### src/rtl/arima_pkg.sv
// Shared types and limits for the ARIMA differencing sequencer.
package arima_pkg;

    localparam int unsigned DIFF_MAX_ORDER = 9;
    localparam int unsigned DIFF_ORDER_W   = 4;
    localparam int unsigned DIFF_DATA_W    = 32;
    localparam int unsigned DIFF_LEN_W     = 32;

    // Mode word understood by the differencing stage.
    typedef enum logic [1:0] {
        DIFF_WORK  = 2'b00,
        DIFF_STALL = 2'b01,
        DIFF_INIT  = 2'b10,
        DIFF_CLEAR = 2'b11
    } diff_mode_e;

    // Frame sequencing states.
    typedef enum logic [2:0] {
        SEQ_IDLE  = 3'd0,
        SEQ_CLEAR = 3'd1,
        SEQ_RUN   = 3'd2,
        SEQ_FLUSH = 3'd3,
        SEQ_DONE  = 3'd4
    } diff_seq_state_e;

endpackage

### src/rtl/diff_sequencer_if.sv
// Control, sample-in and difference-out streams of the differencing sequencer.
interface diff_sequencer_if
    import arima_pkg::*;
#(
    parameter int unsigned DATA_W = DIFF_DATA_W,
    parameter int unsigned LEN_W  = DIFF_LEN_W
) ();

    logic                    start;
    logic                    abort;
    logic [DIFF_ORDER_W-1:0] cfg_order;
    logic [LEN_W-1:0]        cfg_len;

    logic                    s_valid;
    logic                    s_ready;
    logic [DATA_W-1:0]       s_data;

    logic                    m_valid;
    logic                    m_ready;
    logic [DATA_W-1:0]       m_data;

    logic                    snap;
    logic                    busy;
    logic                    done;
    logic                    cfg_err;

    // Frame controller / source / sink side.
    modport master (
        output start, abort, cfg_order, cfg_len, s_valid, s_data, m_ready,
        input  s_ready, m_valid, m_data, snap, busy, done, cfg_err
    );

    // Sequencer side.
    modport slave (
        input  start, abort, cfg_order, cfg_len, s_valid, s_data, m_ready,
        output s_ready, m_valid, m_data, snap, busy, done, cfg_err
    );

endinterface

### src/rtl/diff_sequencer.sv
// Drives the d-th order differencing stage: clears it per frame, steps it once
// per accepted sample, hides warm-up samples and flags when its bank is full.
module diff_sequencer
    import arima_pkg::*;
#(
    parameter int unsigned DATA_W    = DIFF_DATA_W,
    parameter int unsigned MAX_ORDER = DIFF_MAX_ORDER,
    parameter int unsigned LEN_W     = DIFF_LEN_W
) (
    input  logic              clk,
    input  logic              rst,
    diff_sequencer_if.slave   bus,
    output logic [1:0]        diff_mode,
    output logic [31:0]       diff_order,
    output logic [DATA_W-1:0] diff_data_in,
    input  logic [DATA_W-1:0] diff_data_out
);

    localparam logic [DIFF_ORDER_W-1:0] MAX_ORDER_L = DIFF_ORDER_W'(MAX_ORDER);

    diff_seq_state_e         state_q;
    logic [LEN_W-1:0]        idx_q;
    logic [DIFF_ORDER_W-1:0] order_q;
    logic [LEN_W-1:0]        len_q;
    logic                    m_valid_q;
    logic                    snap_q;
    logic                    done_q;
    logic                    cfg_err_q;

    diff_mode_e              mode_c;
    logic                    s_ready_c;
    logic                    accept_c;
    logic [LEN_W-1:0]        order_ext;

    assign order_ext = LEN_W'(order_q);

    // Stage mode and input readiness; abort forces a clear and blocks input.
    always_comb begin
        mode_c    = DIFF_STALL;
        s_ready_c = 1'b0;
        accept_c  = 1'b0;
        if (bus.abort) begin
            mode_c = DIFF_CLEAR;
        end else begin
            case (state_q)
                SEQ_CLEAR: mode_c = DIFF_CLEAR;
                SEQ_RUN: begin
                    s_ready_c = !m_valid_q || bus.m_ready;
                    accept_c  = bus.s_valid && s_ready_c;
                    if (accept_c) begin
                        mode_c = DIFF_WORK;
                    end
                end
                default: ;
            endcase
        end
    end

    // Frame FSM, sample index and registered handshake/status flags.
    always_ff @(posedge clk or posedge rst) begin
        if (rst) begin
            state_q   <= SEQ_IDLE;
            idx_q     <= '0;
            order_q   <= '0;
            len_q     <= '0;
            m_valid_q <= 1'b0;
            snap_q    <= 1'b0;
            done_q    <= 1'b0;
            cfg_err_q <= 1'b0;
        end else begin
            snap_q <= 1'b0;
            done_q <= 1'b0;
            if (bus.abort) begin
                if (state_q != SEQ_IDLE) begin
                    state_q   <= SEQ_IDLE;
                    m_valid_q <= 1'b0;
                    idx_q     <= '0;
                end
            end else begin
                case (state_q)
                    SEQ_IDLE: begin
                        if (bus.start) begin
                            if (bus.cfg_order > MAX_ORDER_L) begin
                                cfg_err_q <= 1'b1;
                            end else begin
                                cfg_err_q <= 1'b0;
                                order_q   <= bus.cfg_order;
                                len_q     <= bus.cfg_len;
                                state_q   <= SEQ_CLEAR;
                            end
                        end
                    end
                    SEQ_CLEAR: begin
                        idx_q <= '0;
                        if (len_q != '0) begin
                            state_q <= SEQ_RUN;
                        end else begin
                            state_q <= SEQ_DONE;
                            done_q  <= 1'b1;
                        end
                    end
                    SEQ_RUN: begin
                        if (accept_c) begin
                            // Warm-up samples only prime the stage bank.
                            m_valid_q <= (idx_q >= order_ext);
                            snap_q    <= (order_q != '0) && (idx_q == order_ext - LEN_W'(1));
                            if (idx_q < len_q) begin
                                idx_q <= idx_q + LEN_W'(1);
                            end
                            if (idx_q == len_q - LEN_W'(1)) begin
                                state_q <= SEQ_FLUSH;
                            end
                        end else if (bus.m_ready) begin
                            m_valid_q <= 1'b0;
                        end
                    end
                    SEQ_FLUSH: begin
                        if (!m_valid_q || bus.m_ready) begin
                            m_valid_q <= 1'b0;
                            state_q   <= SEQ_DONE;
                            done_q    <= 1'b1;
                        end
                    end
                    SEQ_DONE: state_q <= SEQ_IDLE;
                    default:  state_q <= SEQ_IDLE;
                endcase
            end
        end
    end

    assign bus.s_ready   = s_ready_c;
    assign bus.m_valid   = m_valid_q;
    assign bus.m_data    = diff_data_out;
    assign bus.snap      = snap_q;
    assign bus.done      = done_q;
    assign bus.cfg_err   = cfg_err_q;
    assign bus.busy      = (state_q != SEQ_IDLE);

    assign diff_mode     = mode_c;
    assign diff_order    = 32'(order_q);
    assign diff_data_in  = bus.s_data;

endmodule

### src/flat_wrapper.sv
// flat-port wrapper written by rule: the top's interface ports become plain ports
module diff_sequencer_flat import arima_pkg::*;
#(
    parameter int unsigned DATA_W    = DIFF_DATA_W,
    parameter int unsigned MAX_ORDER = DIFF_MAX_ORDER,
    parameter int unsigned LEN_W     = DIFF_LEN_W
)
  (clk, rst, diff_mode, diff_order, diff_data_in, diff_data_out, bus_start, bus_abort, bus_cfg_order, bus_cfg_len, bus_s_valid, bus_s_data, bus_m_ready, bus_s_ready, bus_m_valid, bus_m_data, bus_snap, bus_busy, bus_done, bus_cfg_err);
  diff_sequencer_if #(.DATA_W(DATA_W), .LEN_W(LEN_W)) bus_i ();
  input  logic clk;
  input  logic rst;
  output logic [1:0] diff_mode;
  output logic [31:0] diff_order;
  output logic [DATA_W-1:0] diff_data_in;
  input  logic [DATA_W-1:0] diff_data_out;
  input wire logic [$bits(bus_i.start)-1:0] bus_start;
  input wire logic [$bits(bus_i.abort)-1:0] bus_abort;
  input wire logic [$bits(bus_i.cfg_order)-1:0] bus_cfg_order;
  input wire logic [$bits(bus_i.cfg_len)-1:0] bus_cfg_len;
  input wire logic [$bits(bus_i.s_valid)-1:0] bus_s_valid;
  input wire logic [$bits(bus_i.s_data)-1:0] bus_s_data;
  input wire logic [$bits(bus_i.m_ready)-1:0] bus_m_ready;
  output wire logic [$bits(bus_i.s_ready)-1:0] bus_s_ready;
  output wire logic [$bits(bus_i.m_valid)-1:0] bus_m_valid;
  output wire logic [$bits(bus_i.m_data)-1:0] bus_m_data;
  output wire logic [$bits(bus_i.snap)-1:0] bus_snap;
  output wire logic [$bits(bus_i.busy)-1:0] bus_busy;
  output wire logic [$bits(bus_i.done)-1:0] bus_done;
  output wire logic [$bits(bus_i.cfg_err)-1:0] bus_cfg_err;
  assign bus_i.start = bus_start;
  assign bus_i.abort = bus_abort;
  assign bus_i.cfg_order = bus_cfg_order;
  assign bus_i.cfg_len = bus_cfg_len;
  assign bus_i.s_valid = bus_s_valid;
  assign bus_i.s_data = bus_s_data;
  assign bus_i.m_ready = bus_m_ready;
  assign bus_s_ready = bus_i.s_ready;
  assign bus_m_valid = bus_i.m_valid;
  assign bus_m_data = bus_i.m_data;
  assign bus_snap = bus_i.snap;
  assign bus_busy = bus_i.busy;
  assign bus_done = bus_i.done;
  assign bus_cfg_err = bus_i.cfg_err;
  diff_sequencer #(.DATA_W(DATA_W), .MAX_ORDER(MAX_ORDER), .LEN_W(LEN_W)) u_core (.clk(clk), .rst(rst), .bus(bus_i), .diff_mode(diff_mode), .diff_order(diff_order), .diff_data_in(diff_data_in), .diff_data_out(diff_data_out));
endmodule
### config.mk
export PLATFORM = sky130hd
export DESIGN_NAME = diff_sequencer_flat
export DESIGN_NICKNAME = d
export VERILOG_FILES = /design/src/rtl/arima_pkg.sv /design/src/rtl/diff_sequencer_if.sv /design/src/rtl/diff_sequencer.sv /design/src/flat_wrapper.sv
export SDC_FILE = /design/constraint.sdc
export NUM_CORES = 1
export LEC_CHECK = 0
export ABC_AREA = 1
export BUFFER_PORTS_ARGS = -buffer_cell sky130_fd_sc_hd__buf_4
export CAP_MARGIN = 10
export CORE_ASPECT_RATIO = 1.25
export CORE_MARGIN = 2
export CORE_UTILIZATION = 50
export CTS_BUF_LIST = sky130_fd_sc_hd__clkbuf_4 sky130_fd_sc_hd__clkbuf_8 sky130_fd_sc_hd__clkbuf_16
export CTS_CLUSTER_SIZE = 28
export DETAILED_ROUTE_END_ITERATION = 8
export PLACE_DENSITY = 0.79
export SKIP_LAST_GASP = 1
export SYNTH_ARGS = -nofsm -noshare
export SYNTH_HDL_FRONTEND = slang
export SYNTH_SLANG_ARGS = --single-unit
### constraint.sdc
create_clock -name clk -period 2.95 [get_ports clk]
set_clock_uncertainty 0.1 [all_clocks]
set_input_delay 0.4425 -clock clk [delete_from_list [all_inputs] [get_ports clk]]
set_output_delay 0.4425 -clock clk [all_outputs]
set_load 0.05 [all_outputs]
[Word-level counts from Yosys, hierarchy flattened]
Index checks and enable logic that the tools add are counted.
Word-level totals
  word-level logic and storage cells: 79
  output and inout port bits: 104
  input port bits: 106
  bits in registers: 75
Cells by class
  add/sub/neg operators: 3
  reduce and logical (&&, ||, !) cells: 15
  $lt $le $gt $ge: 3
  muxes and demuxes: 35
  equal/unequal tests: 13
  bitwise operators: 2
Operators with widths (count)
  $mux W32: 4
  $eq A32 B32 Y1: 2
  $pmux W32 S2: 1
  $add A32 B1 Y32 const B: 1
  $ge A32 B4 Y1: 1
  $lt A32 B32 Y1: 1
  $reduce_bool A32 Y1: 1
  $sub A32 B1 Y32 const B: 1
  $mux W3: 8
  $mux W1: 17
  $ne A3 B2 Y1 const B: 4
  $pmux W3 S4: 1
  $reduce_and A4 Y1: 3
  $reduce_bool A3 Y1: 3
  $eq A3 B2 Y1 const B: 2
  $ne A3 B3 Y1 const B: 2
  $reduce_and A6 Y1: 1
  $sub A4 B1 Y5 const B: 1
  $gt A4 B4 Y1 const B: 1
  $ne A4 B3 Y1 const B: 1
  $pmux W1 S2: 2
  $pmux W2 S2: 1
  $reduce_bool A4 Y1: 1
  $eq A3 B1 Y1 const B: 1
  8 further kinds: 10

[Longest topological paths before layout]
  depth in word-level cells: 8
  depth in mapped cells: 18
  depth with buffers taken out: 18

[Worst setup path before layout]
OpenSTA, ideal clock, no wires.
  path type: register -> register
  from: reg u_core.m_valid_q, in the netlist u_core.bus.m_valid
  to: reg u_core.idx_q[11]
  stages on the path, launching flop included: 12
  data arrival time: 2.209 ns
  buffers on the path: 1
  setup time: 0.124 ns
  setup slack: 0.517 ns
  period minus slack after synthesis: 2.433 ns
  data required time: 2.726 ns
  path through: dfrtp_1 -> nand2_1 -> nand2_2 -> nor2_4 -> nand2_2 -> nand2_1 -> nand2_1 -> nor3_1 -> nand2_1 -> nand2_4 -> buf_4 -> o21ai_1
Between the ends
  cells in the longest elaborated chain, start to end: 7
RTL lines
  start: declaration: RTL line diff_sequencer.sv:25  | logic m_valid_q;
  start signal: assignment: RTL line diff_sequencer.sv:105  | m_valid_q <= (idx_q >= order_ext);
  $logic_not A1 Y1: RTL line diff_sequencer.sv:48  | s_ready_c = !m_valid_q || bus.m_ready;
  $logic_or A1 B1 Y1: RTL line diff_sequencer.sv:48
  $logic_and A1 B1 Y1: RTL line diff_sequencer.sv:49  | accept_c = bus.s_valid && s_ready_c;
  $mux W1: RTL line diff_sequencer.sv:45  | case (state_q)
  $mux W1: RTL line diff_sequencer.sv:42  | if (bus.abort) begin
  $ne A3 B2 Y1 (no line)
  $reduce_and A4 Y1 (no line)
  end signal: assignment: RTL line diff_sequencer.sv:108  | idx_q <= idx_q + LEN_W'(1);
  end: declaration: RTL line diff_sequencer.sv:22  | logic [LEN_W-1:0] idx_q;
No other way between the ends.
A chain may end at the register's enable or synchronous reset.

[Worst setup path after layout]
  from: reg u_core.idx_q[25]
  to: reg u_core.idx_q[14]
Between the ends
  cells in the longest elaborated chain, start to end: 3
RTL lines
  $lt A32 B32 Y1: RTL line diff_sequencer.sv:107  | if (idx_q < len_q) begin
  $ne A3 B2 Y1 (no line)
  $reduce_and A4 Y1 (no line)
No other way between the ends.

==> impl_metrics.ini <==
[outcome]
result_of_the_run = finished, final reports clean

[global_route]
grt_pass1_wl_um = 29000
grt_remaining_overflow = 0
grt_max_degree = 55
grt_antenna_before_repair = 0
grt_pass1_vias = 6090
grt_usage_pct = 25.0

[hold_path]
min-delay-path-class = input port to register

[route]
drcViolationCount = 0
met1_length_um = 7000
detailedRoute.firstPassIterationCount = 5
met2_length_um = 9060
highest-signal-layer = met4
vias_per_cell = 5.44
detailroute.via_count = 6506
finalWirelength_um = 18000
antenna_left = 0
drt-initial-drc-count = 578
routed_wire_length_per_instance_um = 15.0
met3RoutedLength_um = 1150

[logic_synthesis]
synth_enable_flop_cells = 0
mean_syn_cell_area_um2 = 6.77
commonest_register_cell_after_synthesis = sky130_fd_sc_hd__dfrtp_1
yosysWarningCount = 0
asyncSetResetFlopFracSynth_pct = 100
synth.ff_latch_count = 75
yosysSeqAreaShare_pct = 26.9
synth.lib_cells_used.distinct = 41
syn_inst_count = 1029
syn_area_um2 = 6970

[floorplan]
placement_rows = 48
dieWidth_um = 110
start_util_pct = 50.9
die_h_um = 136
core_area_um2 = 13700
io_pins = 210
die_area_um2 = 14900

[cts]
clk-insertion-delay-late_ns = 0.35
buffer_levels_on_the_longest_clock_path = 2
cts_tree = done
clock_tree.htree_level_count = 3
cts_root_buffer = sky130_fd_sc_hd__clkbuf_16
clkSinkCount = 75
worst_setup_hold_path_clk_slew_ns = 0.06
cts_inserted_buffers = 9

[setup_path]
worstSetupPathType = register to register
path_cells = ha_1 > nand2_1 > or4_1 > nor3_1 > nand2_1 > nand2_1 > nand2_4 > nand2_1 > o21ai_1
worstPathBufferInverterCount = 0
critical_path_required_ns = 3.06
crit_path_top_delay_cell = sky130_fd_sc_hd__or4_1
setup.worst_path.end_class = register
critPathMaxStageDelay_ns = 0.56
path_common_cell = sky130_fd_sc_hd__nand2_1
arrival_ns = 2.91
critPathLaunchType = register
cp_top_family = simple AND/OR/NAND/NOR gates
critical_path_peak_fanout = 54

[finish]
area_growth_syn_to_fin_pct = 4.81
layout.area.seq_um2 = 1880
diodes = 0
num-fill-cells = 1372
layout.cells.most_common_list = sky130_fd_sc_hd__nand2_1, sky130_fd_sc_hd__inv_1, sky130_fd_sc_hd__nor2_1
final_nets = 1162
layout_commonest_cell = sky130_fd_sc_hd__nand2_1
layout-drive-gt1-share_pct = 9.89
multiInputGateArea_um2 = 3950
post-route-util_pct = 53.3

[sta]
period_minus_slack_ns = 2.80
achievable-frequency_ghz = 0.357
worstMarginPinSlew_ns = 0.627
fin_crit_share_pct = 94.9
slew_violations = 0
endpoints_failing_setup = 0
final_setup_tns_ns = 0
hold_viol = 0
unrepaired_setup_endpoints_after_global_routing = false
slew-limit-headroom_pct = 57.9
hold_slack_ns = 0.194

[power]
power_mw = 5.65
p_per_area_nw_per_um2 = 774
ir_drop_uv = 544
power.static_leakage_nw = 3.48

[job]
timing.max_cap.violations = 0

[place]
gpl.final_weighted_congestion = 0.995
detailed_place_hpwl_um = 14200
portBuffers = 53
[worst min-delay path: cells and delay by family]
family	cells	cell delay, ns
simple gates	1	0.04
compound gates	1	0.05
buf+inv	1	0.08
[Yosys cell counts, types with 2 or more instances]
cell type                  number  area, um^2
sky130_fd_sc_hd__nor2_4         3        33.8
sky130_fd_sc_hd__nand4_1       20         125
sky130_fd_sc_hd__buf_2          2        10.0
sky130_fd_sc_hd__o21ai_1       21         105
sky130_fd_sc_hd__or2_2          4        25.0
sky130_fd_sc_hd__nor4_1        17         106
sky130_fd_sc_hd__buf_1          2        7.51
sky130_fd_sc_hd__nor2_1       109         409
sky130_fd_sc_hd__dfrtp_1       75        1880
sky130_fd_sc_hd__xnor2_1       12         105
sky130_fd_sc_hd__o21ai_0       51         255
sky130_fd_sc_hd__nand2_2        3        18.8
sky130_fd_sc_hd__nand2_1      254         953
sky130_fd_sc_hd__clkbuf_1      20        75.1
sky130_fd_sc_hd__buf_6          3        33.8
sky130_fd_sc_hd__nor3_1        45         225
sky130_fd_sc_hd__xor2_1        53         464
sky130_fd_sc_hd__ha_1          40         500
sky130_fd_sc_hd__o21bai_1       5        37.5
sky130_fd_sc_hd__nor2_2         2        12.5
sky130_fd_sc_hd__buf_4         94         706
sky130_fd_sc_hd__inv_1        112         420
sky130_fd_sc_hd__a21oi_1       23         115
sky130_fd_sc_hd__a31oi_1        2        12.5
sky130_fd_sc_hd__nand3_1       41         205
[per-stage QoR]
step	instances	area, um^2	setup WS [ns]
2_1_floorplan	1056	7070	0.498
3_3_place_gp	1179	7000	0.295
3_5_place_dp	1179	7000	0.209
4_1_cts	1196	7300	0.192
5_1_grt	1196	7300	0.00216
6_report	1196	7300	0.149
[path summary, 6_finish.rpt]
path | from | end | slack [ns] | cells past startpoint
setup / recovery | u_core.idx_q[25] | u_core.idx_q[14] | 0.15 | 9
hold / removal | bus_cfg_len[20] | u_core.len_q[20] | 0.19 | 3
setup reg to reg | u_core.idx_q[25] | u_core.idx_q[14] | 0.15 | 9
hold reg to reg | u_core.bus.cfg_err | u_core.bus.cfg_err | 0.40 | 2
max in group asynchronous | rst | u_core.len_q[29] | 1.62 | 4
min in group asynchronous | rst | u_core.len_q[13] | 0.53 | 3
[kinds of logic (layout without fill, tap and decap cells)]
family / after synthesis / after routing / synth area share [%]
DFF: 75 / 75 / 26.9
other: 1 / 28 / 0.0538
xor gates and xnor gates: 66 / 66 / 8.49
adders and majority gates: 40 / 40 / 7.18
buffers and inverters: 234 / 199 / 18.0
and+or+nand+nor: 504 / 504 / 31.0
AOI/OAI and AO/OA: 109 / 109 / 8.31
[power breakdown]
part | internal [mW] | switching (mW) | leakage [nW]
Clock | 0.683 | 0.455 | 0.149
Combinational | 0.953 | 1.90 | 2.34
Sequential | 1.30 | 0.354 | 0.990
Total | 2.94 | 2.71 | 3.48
[what timing repair did]
| action | in CTS | in global routing |
|---|---|---|
| setup buffers | 0 | 0 |
| gates resized for setup | 0 | 0 |
| hold buffers | 1 | 0 |
| hold endpoints to repair | 13 | 0 |
[area by class of cell]
class	count	area share, %
Clock inverter	5	0.719
Sequential cell	75	25.7
Timing Repair Buffer	70	7.40
Tap cell	175	3.00
Clock buffer	11	3.37
Multi-Input combinational cell	747	54.0
Inverter	113	5.81
[layer usage]
metal	vias up	track usage, %
li1	3156	-
met1	3031	29.1
met2	255	43.7
met3	64	4.46
met4	0	12.1
met5	-	0
[sequential cells by signal (all words and copies together), names as in the netlist]
signal / cells
u_core.bus.m_valid: 1
u_core.idx_q: 32
u_core.len_q: 32
u_core.bus.snap: 1
u_core.bus.cfg_err: 1
u_core.bus.done: 1
u_core.state_q: 3
u_core.order_q: 4
Note: power is estimated with default switching activity, not from simulation.
